**config.mk**
```make
export PLATFORM = sky130hd
export DESIGN_NAME = cpu1_sequencer
export DESIGN_NICKNAME = d
export VERILOG_FILES = /design/src/rtl/cpu1_sequencer.sv
export SDC_FILE = /design/constraint.sdc
export NUM_CORES = 1
export LEC_CHECK = 0
export CAP_MARGIN = 20
export CORE_AREA = 10 10 77 63
export CTS_CLUSTER_SIZE = 20
export DETAILED_ROUTE_END_ITERATION = 10
export DIE_AREA = 0 0 87 73
export PLACE_DENSITY = 0.67
export REMOVE_ABC_BUFFERS = 1
export SYNTH_ARGS = -nofsm -noshare
export SYNTH_HDL_FRONTEND = slang
export SYNTH_SLANG_ARGS = --single-unit
export TNS_END_PERCENT = 1
```
**constraint.sdc**
```tcl
create_clock -name clock -period 1.5 [get_ports clock]
set_input_delay 0.225 -clock clock [delete_from_list [all_inputs] [get_ports clock]]
set_output_delay 0.225 -clock clock [all_outputs]
set_load 0.01 [all_outputs]
```
**src/rtl/cpu1_sequencer.sv**
```systemverilog
// Multi-cycle control sequencer for the cpu1 accumulator datapath.
// Steps FETCH/EXEC/WAIT/WB, with run/single-step/halt control and a retire counter.
module cpu1_sequencer #(
    parameter int unsigned WORD_W   = 8,
    parameter int unsigned OP_W     = 3,
    parameter int unsigned DMEM_LAT = 1
) (
    input  logic              clock,
    input  logic              n_reset,
    input  logic [OP_W-1:0]   op,
    input  logic              z_flag,
    input  logic              run,
    input  logic              step,
    output logic              load_IR,
    output logic              INC_PC,
    output logic              load_PC,
    output logic              load_REG,
    output logic              ALU_REG,
    output logic              ALU_add,
    output logic              ALU_sub,
    output logic              IMM,
    output logic              WE,
    output logic              halted,
    output logic              busy,
    output logic [WORD_W-1:0] retired
);

    localparam logic [OP_W-1:0] OpNop = OP_W'(0);
    localparam logic [OP_W-1:0] OpLda = OP_W'(1);
    localparam logic [OP_W-1:0] OpSta = OP_W'(2);
    localparam logic [OP_W-1:0] OpAdd = OP_W'(3);
    localparam logic [OP_W-1:0] OpSub = OP_W'(4);
    localparam logic [OP_W-1:0] OpLdi = OP_W'(5);
    localparam logic [OP_W-1:0] OpBne = OP_W'(6);
    localparam logic [OP_W-1:0] OpHlt = OP_W'(7);

    // WAIT spans DMEM_LAT-1 cycles; the counter holds the remaining extra cycles.
    localparam logic [1:0] WaitInit = (DMEM_LAT >= 2) ? 2'(DMEM_LAT - 2) : 2'd0;

    typedef enum logic [2:0] {
        StIdle,
        StFetch,
        StExec,
        StWait,
        StWb,
        StHalt
    } state_e;

    state_e            state_q;
    logic              step_flag_q;
    logic [1:0]        wait_cnt_q;
    logic [WORD_W-1:0] retired_q;

    logic is_read;
    logic done;

    assign is_read = (op == OpLda) || (op == OpAdd) || (op == OpSub);

    // Strobes depend on state and, in EXEC/WB, on the opcode currently held in ir.
    always_comb begin
        load_IR  = 1'b0;
        INC_PC   = 1'b0;
        load_PC  = 1'b0;
        load_REG = 1'b0;
        ALU_REG  = 1'b0;
        ALU_add  = 1'b0;
        ALU_sub  = 1'b0;
        IMM      = 1'b0;
        WE       = 1'b0;
        done     = 1'b0;
        case (state_q)
            StFetch: load_IR = 1'b1;
            StExec: begin
                case (op)
                    OpNop: begin
                        INC_PC = 1'b1;
                        done   = 1'b1;
                    end
                    OpSta: begin
                        WE     = 1'b1;
                        INC_PC = 1'b1;
                        done   = 1'b1;
                    end
                    OpLdi: begin
                        IMM      = 1'b1;
                        ALU_REG  = 1'b1;
                        load_REG = 1'b1;
                        INC_PC   = 1'b1;
                        done     = 1'b1;
                    end
                    OpBne: begin
                        load_PC = ~z_flag;
                        INC_PC  = z_flag;
                        done    = 1'b1;
                    end
                    OpLda, OpAdd, OpSub: begin
                        if (DMEM_LAT == 0) begin
                            ALU_REG  = (op == OpLda);
                            ALU_add  = (op == OpAdd);
                            ALU_sub  = (op == OpSub);
                            load_REG = 1'b1;
                            INC_PC   = 1'b1;
                            done     = 1'b1;
                        end
                    end
                    default: ;
                endcase
            end
            StWb: begin
                ALU_REG  = (op == OpLda);
                ALU_add  = (op == OpAdd);
                ALU_sub  = (op == OpSub);
                load_REG = 1'b1;
                INC_PC   = 1'b1;
                done     = 1'b1;
            end
            default: ;
        endcase
    end

    always_ff @(posedge clock or negedge n_reset) begin
        if (!n_reset) begin
            state_q     <= StIdle;
            step_flag_q <= 1'b0;
            wait_cnt_q  <= 2'd0;
            retired_q   <= '0;
        end else begin
            case (state_q)
                StIdle: begin
                    if (run) begin
                        state_q     <= StFetch;
                        step_flag_q <= 1'b0;
                    end else if (step) begin
                        state_q     <= StFetch;
                        step_flag_q <= 1'b1;
                    end
                end
                StFetch: state_q <= StExec;
                StExec: begin
                    if (op == OpHlt) begin
                        state_q     <= StHalt;
                        retired_q   <= retired_q + WORD_W'(1);
                        step_flag_q <= 1'b0;
                    end else if (is_read && (DMEM_LAT != 0)) begin
                        state_q    <= (DMEM_LAT == 1) ? StWb : StWait;
                        wait_cnt_q <= WaitInit;
                    end
                end
                StWait: begin
                    if (wait_cnt_q == 2'd0) begin
                        state_q <= StWb;
                    end else begin
                        wait_cnt_q <= wait_cnt_q - 2'd1;
                    end
                end
                StHalt: state_q <= StHalt;
                default: ;
            endcase
            if (done) begin
                retired_q   <= retired_q + WORD_W'(1);
                step_flag_q <= 1'b0;
                state_q     <= (run && !step_flag_q) ? StFetch : StIdle;
            end
        end
    end

    assign halted  = (state_q == StHalt);
    assign busy    = (state_q == StFetch) || (state_q == StExec) ||
                     (state_q == StWait) || (state_q == StWb);
    assign retired = retired_q;

endmodule
```
==> summary.md, run 1 <==
| Metric | Value |
|---|---|
| Status | finished, violations left |
| Violated checks | setup timing |
| Mapped Area | ~960 sq um |
| YS warnings | 0 |
| FILL cells | 312 |
| DPL Wire Length | about 2.2 mm |
| Clk slew on worst S/H paths | approximately 0.06 ns |
| Unrepaired setup endpoints after global routing | yes |
| Crit-path slowest cell | dfrtp_1 |
| RD Place Congestion | ~0.84 |
| Global-route wire length before repair | between 4 and 5 mm |
| Area Growth Syn to Fin | 71.43% |
| Num rows | 19 |
| DR DRC count | 0 |
| Area of the multi-input gates | between 600 and 700 sq um |
| Post-CTS Hold Buffers | 0 |
| Detail Route Antenna Nets | 0 |
| Fmax achieved | ~0.57 GHz |
| ANT cells | 0 |
| Sink Count | 14 |
| Max Fanout on Critical Path | 4 |
| Max-slew violation count | 0 |
| Largest net degree at the start of global routing | 15 |
| Most frequent cells after synthesis | dfrtp_1 (14), a21oi_1 (11), nor2_1 (10) |
| Dominant synthesized flop cell | dfrtp_1 |
| Peak VDD IR | between 0.2 and 0.25 mV |
| Setup ws final | -0.2616 ns |
| Nets | 178 |
| Total track usage | 0.09476 |
| Setup TNS | -1.642 ns |
| Crit-path cells | buf_6 > nand2b_4 > nor2_4 > a21oi_2 > nor4_2 > buf_2 |
| Crit-path max cell delay | ~0.42 ns |
| Post-synthesis cell type count | 34 |
| First DRT Iteration DRCs | 52 |
| Core box area | between 3000 and 4000 sq um |
| Die W | 87 um |
| Antenna violations before repair | 0 |
| Number of global-route vias before repair | roughly 1100 |
| Worst skew pair latency | between 0.2 and 0.3 ns |
| Async SR Flop Fraction | 1.000 |
| R2r setup slk | -0.16 ns |
| Worst Path Required | 1.27 ns |
| Leak Pwr | roughly 0.75 nW |
| Most common cell in the netlist | dfrtp_1 |
| Root Buffer | clkbuf_8 |
| Dpl cell area | 1438 sq um |
| Global route total overflow | 0 |
| Via count | 1019 |
| Total CTS buffers | 3 |
| Number of flops mapped to enable cells by yosys | 0 |
| Synth Area per Inst | 8.679 sq um |
| Register bit total from synthesis | 14 |
| Arr. time, crit path | 1.54 ns |
| Share of cells above drive strength 1 | 0.4611 |
| Setup Viol. Count Final | 13 |
| Hold Vio Cnt, Final | 0 |
| Tmin final | about 1.8 ns |
| Largest area contributor in the netlist | dfrtp_1 |
| Worst min-delay path class | in2async |
| Share of the synthesized area in the top cell type | 0.3636 |
| FF+latch area | 356.6 sq um |
| Routed len/inst | 14.40 um |
| WP buf/inv | 2 |
| Post-Synthesis Cells | about 110 |
| Post-synthesis sequential area ratio | 0.3636 |
| Delay-heaviest family, CP | simple AND/OR/NAND/NOR gates |
| Port bufs | 26 |
| Top Ports | 27 |
| Startpoint Class | register |
| Die ar. | roughly 6400 sq um |
| Top cells by area, synth | dfrtp_1 (36%), xor2_1 (6.4%), a21oi_1 (5.7%) |
| Worst-Margin Slew | 0.2984 ns |
| Via density | approximately 4.9 |
| Clk buf depth | 2 |
| Number of max-cap violations | 0 |
| PwrDens | 504.6 nW/um^2 |
| WS Path Type | reg2out |
| Clock Skew | approximately 0.0023 ns |
| H-tree depth | 1 |
| Routed Wire Length | around 3 mm |
| Post-route cell area | between 1500 and 2000 sq um |
| Chip height | between 70 and 80 um |
| Starting Density | 0.2795 |
| CTS tree | yes |
| Fin crit share | 1.174 |
| Initial DRT Pass Iterations | 4 |
| Critical Path End Type | primary output |
| Slew headroom | 0.7996 |
| Final Hold Slack | around 0.28 ns |
-- cell type report --
class	instances	area share
Clock buffer	4	0.03333
Timing Repair Buffer	58	0.2856
Sequential cell	14	0.2159
Multi-Input combinational cell	86	0.4197
Tap cell	42	0.03182
Inverter	5	0.01364
-- cells by family after synthesis --
logic type,count (synthesis),synth area share
adder cells (fa/ha/maj),2,0.02597
flip-flops,14,0.3636
buffers and inverters,11,0.05453
AO/OA/AOI/OAI,24,0.1688
XOR/XNOR,9,0.08182
AND/OR/NAND/NOR,51,0.3052
-- placed cells by master (no fill, tap or decap), types with 2 or more instances in the layout --
cell type	n
buf_4	28
clkdlybuf4s50_1	12
buf_2	10
nand2_1	9
a21oi_1	9
dfrtp_1	9
xor2_1	7
nor2_1	5
dfrtp_2	5
nand2b_1	4
nor3_1	4
clkbuf_8	4
nor3b_2	3
inv_1	3
nor2_4	3
nand3_1	3
dlygate4sd2_1	3
buf_6	3
nor2_2	2
nor2b_4	2
a21oi_2	2
xnor2_1	2
nand4_1	2
o2bb2ai_1	2
nor4_4	2
a31oi_1	2
o22ai_1	2
nor3_4	2
ha_1	2
-- registers in the layout, summed over array words and instances, names as in the netlist --
name and count:
retired 8, state_q 3, step_flag_q 1, wait_cnt_q 2
-- layer usage --
metal  share of wire  up-vias  GRT usage  routed length, um
met5               0        -          0                  0
met4          0.0020        0    0.02154                  6
met3           0.054        2    0.03013                162
met2            0.54       15     0.1747               1619
met1            0.41      495     0.1023               1221
li1                -      507          -                  -
-- repair_timing --
action	in CTS	in global routing
resized for setup	72	15
pin swaps	14	8
endpoints found under the setup margin	23	21
buffers inserted	3	3
-- worst paths after layout --
| path | from | endpoint | depth (start not counted) |
|---|---|---|---|
| max in group asynchronous | n_reset | retired[2] | 2 |
| worst max register to register | state_q[1] | retired[3] | 8 |
| worst min-delay path | n_reset | retired[0] | 2 |
| worst max-delay path | state_q[1] | ALU_REG | 6 |
| worst min register to register | retired[7] | retired[7] | 1 |
| min in group clock | retired[7] | retired[7] | 1 |
-- per-stage QoR --
stage,util,setup WS [ns],power (mW),std cells
global placement,0.4171,-0.5701,0.4611,199
detailed placement,0.4171,-0.6708,0.4636,199
CTS,0.4555,-0.1656,0.8361,206
floorplan,-,-0.2122,0.4058,105
finish,0.4791,-0.2616,0.8333,209
global route,0.4791,-0.3244,0.8635,209
-- report_power, final --
group / switching, mW / internal, mW
registers: 0 / 0.378
clock network: 0.140 / 0.233
logic: 0.0396 / 0.0431
total: 0.180 / 0.653
Note: power is estimated with default switching activity, not from simulation.
==> run 2: changes to the inputs <==
Settings changed: TNS_END_PERCENT 1 to unset.
==> run 2 against run 1 <==
Net effect:
- the run still ends with setup timing left
- first-iteration DRC count down 3.8%
- clock skew about the same
- largest power group unchanged
- flip-flop and latch count unchanged
- combinational power increased by 3.1%
- critical endpoint unchanged
==> summary.md, run 2 (synthesis gave the netlist of run 1 again) <==
| Metric | Value |
|---|---|
| Status | finished, violations left (unchanged) |
| Violated checks | setup timing (unchanged) |
| Initial DRT Pass Iterations | 4 (unchanged) |
| Commonest non-fill, non-tap cell in the layout | buf_4 (unchanged) |
| DR DRC count | 0 (unchanged) |
| Peak VDD IR | 0.2058 mV (was 0.2044 mV) |
| Starting Density | 0.2795 (unchanged) |
| Chip height | 73 um (unchanged) |
| Post-CTS Hold Buffers | 0 (unchanged) |
| WS Path Type | reg2out (unchanged) |
| Max reg flops | 8 (unchanged) |
| Area Growth Syn to Fin | 83.90% (was 71.43%) |
| DPL Wire Length | 2.194 mm (unchanged) |
| Slew headroom | 0.7773 (was 0.7996) |
| Hold Vio Cnt, Final | 0 (unchanged) |
| Total CTS buffers | 3 (unchanged) |
| Most frequent cells in the layout | buf_4 (22), clkdlybuf4s50_1 (11), buf_6 (11) (was buf_4 (28), clkdlybuf4s50_1 (12), buf_2 (10)) |
| Max-slew violation count | 0 (unchanged) |
| Max Fanout on Critical Path | 4 (unchanged) |
| Final Hold Slack | 0.2779 ns (was 0.2819 ns) |
| Root Buffer | clkbuf_8 (unchanged) |
| H-tree depth | 1 (unchanged) |
| Via count | 1063 (was 1019) |
| Worst Path Required | 1.27 ns (about the same) |
| Die W | 87 um (unchanged) |
| Detail Route Antenna Nets | 0 (unchanged) |
| FILL cells | 288 (was 312) |
| Dpl ws | -0.6708 ns (unchanged) |
| Die ar. | 6351 sq um (unchanged) |
| Worst skew pair latency | 0.25 ns (about the same) |
| Tmin final | 1.641 ns (was 1.762 ns) |
| Setup ws final | -0.1413 ns (was -0.2616 ns) |
| Top Ports | 27 (unchanged) |
| Clk buf depth | 2 (unchanged) |
| Worst-Margin Slew | 0.3315 ns (was 0.2984 ns) |
| Pwr Total | 0.8404 mW (was 0.8333 mW) |
| ANT cells | 0 (unchanged) |
| Global-route wire length before repair | 4.995 mm (was 4.954 mm) |
| Global route total overflow | 0 (unchanged) |
| Worst min-delay path class | in2async (unchanged) |
| Setup Viol. Count Final | 14 (was 13) |
| Critical Path End Type | primary output (unchanged) |
| Largest net degree at the start of global routing | 15 (unchanged) |
| Number of global-route vias before repair | 1041 (was 1055) |
| Antenna violations before repair | 0 (unchanged) |
| Fmax achieved | 0.6093 GHz (was 0.5677 GHz) |
| Clk slew on worst S/H paths | 0.06 ns (about the same) |
| Fin crit share | 1.094 (was 1.174) |
| Arr. time, crit path | 1.42 ns (was 1.54 ns) |
| Num rows | 19 (unchanged) |
| RD Place Congestion | 0.8421 (unchanged) |
| Routed Wire Length | 3.318 mm (was 3.010 mm) |
| Sink Count | 14 (unchanged) |
| Leak Pwr | 0.8105 nW (was 0.7486 nW) |
| CTS tree | yes (unchanged) |
| Core box area | 3447 sq um (unchanged) |
| Startpoint Class | register (unchanged) |
| Unrepaired setup endpoints after global routing | yes (unchanged) |
| Via density | 4.991 (was 4.876) |
| Nets | 182 (was 178) |
| Port bufs | 26 (unchanged) |
| PwrDens | 474.4 nW/um^2 (was 504.6 nW/um^2) |
| Number of max-cap violations | 0 (unchanged) |
| Total track usage | 0.09545 (was 0.09476) |
| Share of cells above drive strength 1 | 0.4971 (was 0.4611) |
| Clock Skew | 0.002705 ns (was 0.002273 ns) |
| First DRT Iteration DRCs | 50 (was 52) |
| Routed len/inst | 15.58 um (was 14.40 um) |
## run 2: repair_timing
| action | 4_1_cts | 5_1_grt |
|---|---|---|
| hold endpoints to repair | 0 | 0 |
| pin swaps | 16 | 8 |
| gates cloned | 0 | 0 |
| buffers inserted | 7 | 6 |
| setup endpoints to repair | 23 | 21 |
| resized for setup | 73 | 29 |
## run 2: stage by stage
step | util | std cells | TNS, ns | instance area [sq um]
floorplan | - | 105 | -1.441 | 929.6
global placement | 0.4171 | 199 | -8.764 | 1438
detailed placement | 0.4171 | 199 | -9.482 | 1438
CTS | 0.4820 | 209 | -1.092 | 1662
global route | 0.5140 | 213 | -1.919 | 1772
finish | 0.5140 | 213 | -0.9714 | 1772
## run 2: worst paths after layout
kind	startpoint	to	slack, ns	cells after the start
max	state_q[1]	ALU_REG	-0.14	6
min	n_reset	state_q[2]	0.28	2
max reg2reg	state_q[2]	retired[7]	-0.07	8
min reg2reg	retired[7]	retired[7]	0.46	1
max in group asynchronous	n_reset	retired[2]	1.04	2
min in group clock	retired[7]	retired[7]	0.46	1
## run 2: final cells by class
| class | instances | area (sq um) | area share |
|---|---|---|---|
| inverters | 5 | 18.77 | 0.01059 |
| clock buffers | 4 | 55.05 | 0.03107 |
| multi-input cells | 86 | 721.9 | 0.4075 |
| repair buffers | 62 | 565.5 | 0.3192 |
| well taps | 42 | 52.55 | 0.02966 |
| flip-flops and latches | 14 | 357.8 | 0.2020 |
## run 2: critical path: stages (launching register included)
cell	delay (ns)
dfrtp_2	0.44
buf_6	0.13
nand2b_4	0.15
nor2_4	0.08
a21oi_2	0.04
nor4_1	0.15
buf_2	0.18
## run 2: per-layer routing
layer  track usage  part of all wire
met4       0.01616             0.019
met1        0.1049              0.39
met2        0.1722              0.53
met5             0                 0
met3       0.03571             0.061
## run 2: where the power goes
part | total [mW] | internal [mW] | switching [mW]
sequential | 0.378 | 0.378 | 0
clock | 0.378 | 0.233 | 0.145
combinational | 0.0853 | 0.0438 | 0.0415
total | 0.840 | 0.654 | 0.186
==> run 3: changes to the inputs <==
Settings changed: PLACE_DENSITY 0.67 to unset, PLACE_DENSITY_LB_ADDON set to 0.3.
==> run 3 against run 2 <==
Net effect:
- the flow still finishes with violations (setup timing)
- count of clock-buffer cells in the layout unchanged
- sequential power about the same
- sequential share of layout area rose by 1.8 points
- clock skew is 0.0013 ns higher
- combinational power down 4.8%
- critical path depth shrank 1
- hold slack better by 0.0076 ns
- power shrank 0.31%
==> summary.md, run 3 (synthesis gave the netlist of run 1 again) <==
| Metric | Value |
|---|---|
| Worst Path Required | 1.27 ns (about the same) |
| Core box area | 3447 sq um (unchanged) |
| CTS tree | yes (unchanged) |
| Combinational Power Share | 0.097 (was 0.101) |
| PwrDens | 520.7 nW/um^2 (was 474.4 nW/um^2) |
| Port bufs | 26 (unchanged) |
| Die ar. | 6351 sq um (unchanged) |
| Delay-heaviest family, CP | flip-flops (unchanged) |
| Setup ws final | -0.09442 ns (was -0.1413 ns) |
| Number of max-cap violations | 0 (unchanged) |
| Status | finished, violations left (unchanged) |
| R2R depth | 7 (was 8) |
| Chip height | 73 um (unchanged) |
| Worst-Margin Slew | 0.3101 ns (was 0.3315 ns) |
| Clk slew on worst S/H paths | 0.06 ns (about the same) |
| Nets | 178 (was 182) |
| Pint | 0.6539 mW (was 0.6543 mW) |
| Largest net degree at the start of global routing | 15 (unchanged) |
| Hold Vio Cnt, Final | 0 (unchanged) |
| FILL cells | 334 (was 288) |
| WP depth | 5 (was 6) |
| WS Path Type | reg2out (unchanged) |
| Worst skew pair latency | 0.25 ns (about the same) |
| Sink Count | 14 (unchanged) |
| Clk buf depth | 2 (unchanged) |
| Final Hold Slack | 0.2855 ns (was 0.2779 ns) |
| Die W | 87 um (unchanged) |
| Share of cells above drive strength 1 | 0.4132 (was 0.4971) |
| Sw power | 0.1839 mW (was 0.1861 mW) |
| Top Ports | 27 (unchanged) |
| Total track usage | 0.09357 (was 0.09545) |
| Setup Viol. Count Final | 11 (was 14) |
| Sw Share | 0.2196 (was 0.2214) |
| Commonest non-fill, non-tap cell in the layout | buf_4 (unchanged) |
| Clock power share | 0.452 (was 0.449) |
| ANT cells | 0 (unchanged) |
| Arr. time, crit path | 1.37 ns (was 1.42 ns) |
| Peak VDD IR | 0.2459 mV (was 0.2058 mV) |
| Leak Pwr | 0.7571 nW (was 0.8105 nW) |
| Clock Skew | 0.003960 ns (was 0.002705 ns) |
| Global-route wire length before repair | 4.885 mm (was 4.995 mm) |
| Critical Path End Type | primary output (unchanged) |
| Area Growth Syn to Fin | 67.01% (was 83.90%) |
| Post-CTS Hold Buffers | 0 (unchanged) |
| Starting Density | 0.2795 (unchanged) |
| Post-Place Cells | 198 (was 199) |
| Num rows | 19 (unchanged) |
| RD Place Congestion | 0.7965 (was 0.8421) |
| Total CTS buffers | 3 (unchanged) |
| Root Buffer | clkbuf_8 (unchanged) |
| Max-slew violation count | 0 (unchanged) |
| Unrepaired setup endpoints after global routing | yes (unchanged) |
| Via density | 4.933 (was 4.991) |
| Most frequent cells in the layout | buf_4 (25), clkdlybuf4s50_1 (12), buf_2 (11), dfrtp_1 (11), a21oi_1 (10) (was buf_4 (22), clkdlybuf4s50_1 (11), buf_6 (11)) |
| Crit-path max cell delay | 0.40 ns (was 0.44 ns) |
| Tmin final | 1.594 ns (was 1.641 ns) |
| Global route total overflow | 0 (unchanged) |
| Antenna violations before repair | 0 (unchanged) |
| WP buf/inv | 2 (unchanged) |
| Routed Wire Length | 2.942 mm (was 3.318 mm) |
| Worst min-delay path class | in2async (unchanged) |
| Max reg flops | 8 (unchanged) |
| Post-route cell area | 1609 sq um (was 1772 sq um) |
| Startpoint Class | register (unchanged) |
| Crit-path cells | nor2b_4 > buf_6 > a21oi_1 > nor4_1 > buf_2 (was buf_6 > nand2b_4 > nor2_4 > a21oi_2 > nor4_1 > buf_2) |
| Number of global-route vias before repair | 1061 (was 1041) |
| DPL Wire Length | 2.184 mm (was 2.194 mm) |
| First DRT Iteration DRCs | 39 (was 50) |
| H-tree depth | 1 (unchanged) |
| Fmax achieved | 0.6272 GHz (was 0.6093 GHz) |
| Detail Route Antenna Nets | 0 (unchanged) |
| DR DRC count | 0 (unchanged) |
| Final Instance Count excl. Fillers | 209 (was 213) |
| Crit-path slowest cell | dfrtp_1 (was dfrtp_2) |
| Violated checks | setup timing (unchanged) |
| Pwr Total | 0.8378 mW (was 0.8404 mW) |
| Fin crit share | 1.063 (was 1.094) |
| Via count | 1031 (was 1063) |
| Max Fanout on Critical Path | 4 (unchanged) |
| Initial DRT Pass Iterations | 4 (unchanged) |
| Sequential share of power | 0.451 (was 0.449) |
| Slew headroom | 0.7917 (was 0.7773) |
| Routed len/inst | 14.08 um (was 15.58 um) |
| Dpl cell area | 1430 sq um (was 1438 sq um) |
## run 3: cell count changes in the layout (fill, tap and decap cells not counted), sizes merged
cell           before  now
clkdlybuf4s50      11   12
dlymetal6s2s        1    0
clkdlybuf4s15       2    0
clkbuf              5    4
inv                 5    4
clkinv              0    1
buf                44   43
## run 3: worst reg2reg max path, cell delays in order, from the launching register on
cell and delay (ns):
dfrtp_1 0.40, buf_6 0.14, nor2b_1 0.20, buf_4 0.16
a31oi_4 0.04, buf_12 0.15, nor4b_4 0.26, xor2_1 0.16
## run 3: path summary, 6_finish.rpt
| check | from | end | slack (ns) |
|---|---|---|---|
| max in group asynchronous | n_reset | state_q[0] | 1.03 |
| min in group clock | retired[7] | retired[7] | 0.48 |
| worst min register to register | retired[7] | retired[7] | 0.48 |
| worst min-delay path | n_reset | retired[2] | 0.29 |
| worst max register to register | state_q[2] | retired[3] | -0.08 |
| worst max-delay path | state_q[1] | ALU_REG | -0.09 |
## run 3: power by group through the flow
| stage | clock, mW | sequential, mW | combinational, mW |
|---|---|---|---|
| final | 0.379 | 0.378 | 0.0812 |
| after global routing | 0.407 | 0.377 | 0.0907 |
| after floorplan | 0 | 0.385 | 0.0211 |
| after detailed placement | 0 | 0.385 | 0.0789 |
| after global placement | 0 | 0.385 | 0.0773 |
| after CTS | 0.386 | 0.378 | 0.0811 |
## run 3: cell type report
type / instances / area [sq um] / share of cell area
Multi-Input combinational cell: 86 / 650.6 / 0.4044
Tap cell: 42 / 52.55 / 0.03266
Timing Repair Buffer: 58 / 476.7 / 0.2963
Clock buffer: 4 / 55.05 / 0.03421
Sequential cell: 14 / 354.1 / 0.2201
Inverter: 5 / 20.02 / 0.01244
## run 3: timing repair
action,in CTS,in global routing
setup endpoints to repair,24,21
gates resized for setup,69,9
buffers inserted,2,5
hold endpoints to repair,0,0
pin swaps,9,3
gates cloned,0,0
## run 3: routing by layer
| metal | wire [um] | up-vias | track usage |
|---|---|---|---|
| met5 | 0 | - | 0 |
| met4 | 22 | 0 | 0.02334 |
| met3 | 289 | 4 | 0.04688 |
| met2 | 1317 | 34 | 0.1495 |
| met1 | 1312 | 489 | 0.1086 |
| li1 | - | 504 | - |
## run 3: through the flow
stage / setup WS, ns / utilization / TNS [ns]
6_report: -0.09442 / 0.4668 / -0.4589
2_1_floorplan: -0.2122 / - / -1.441
5_1_grt: -0.1908 / 0.4668 / -1.772
4_1_cts: -0.09415 / 0.4403 / -0.3210
3_3_place_gp: -0.5945 / 0.4149 / -9.152
3_5_place_dp: -0.6412 / 0.4149 / -9.555
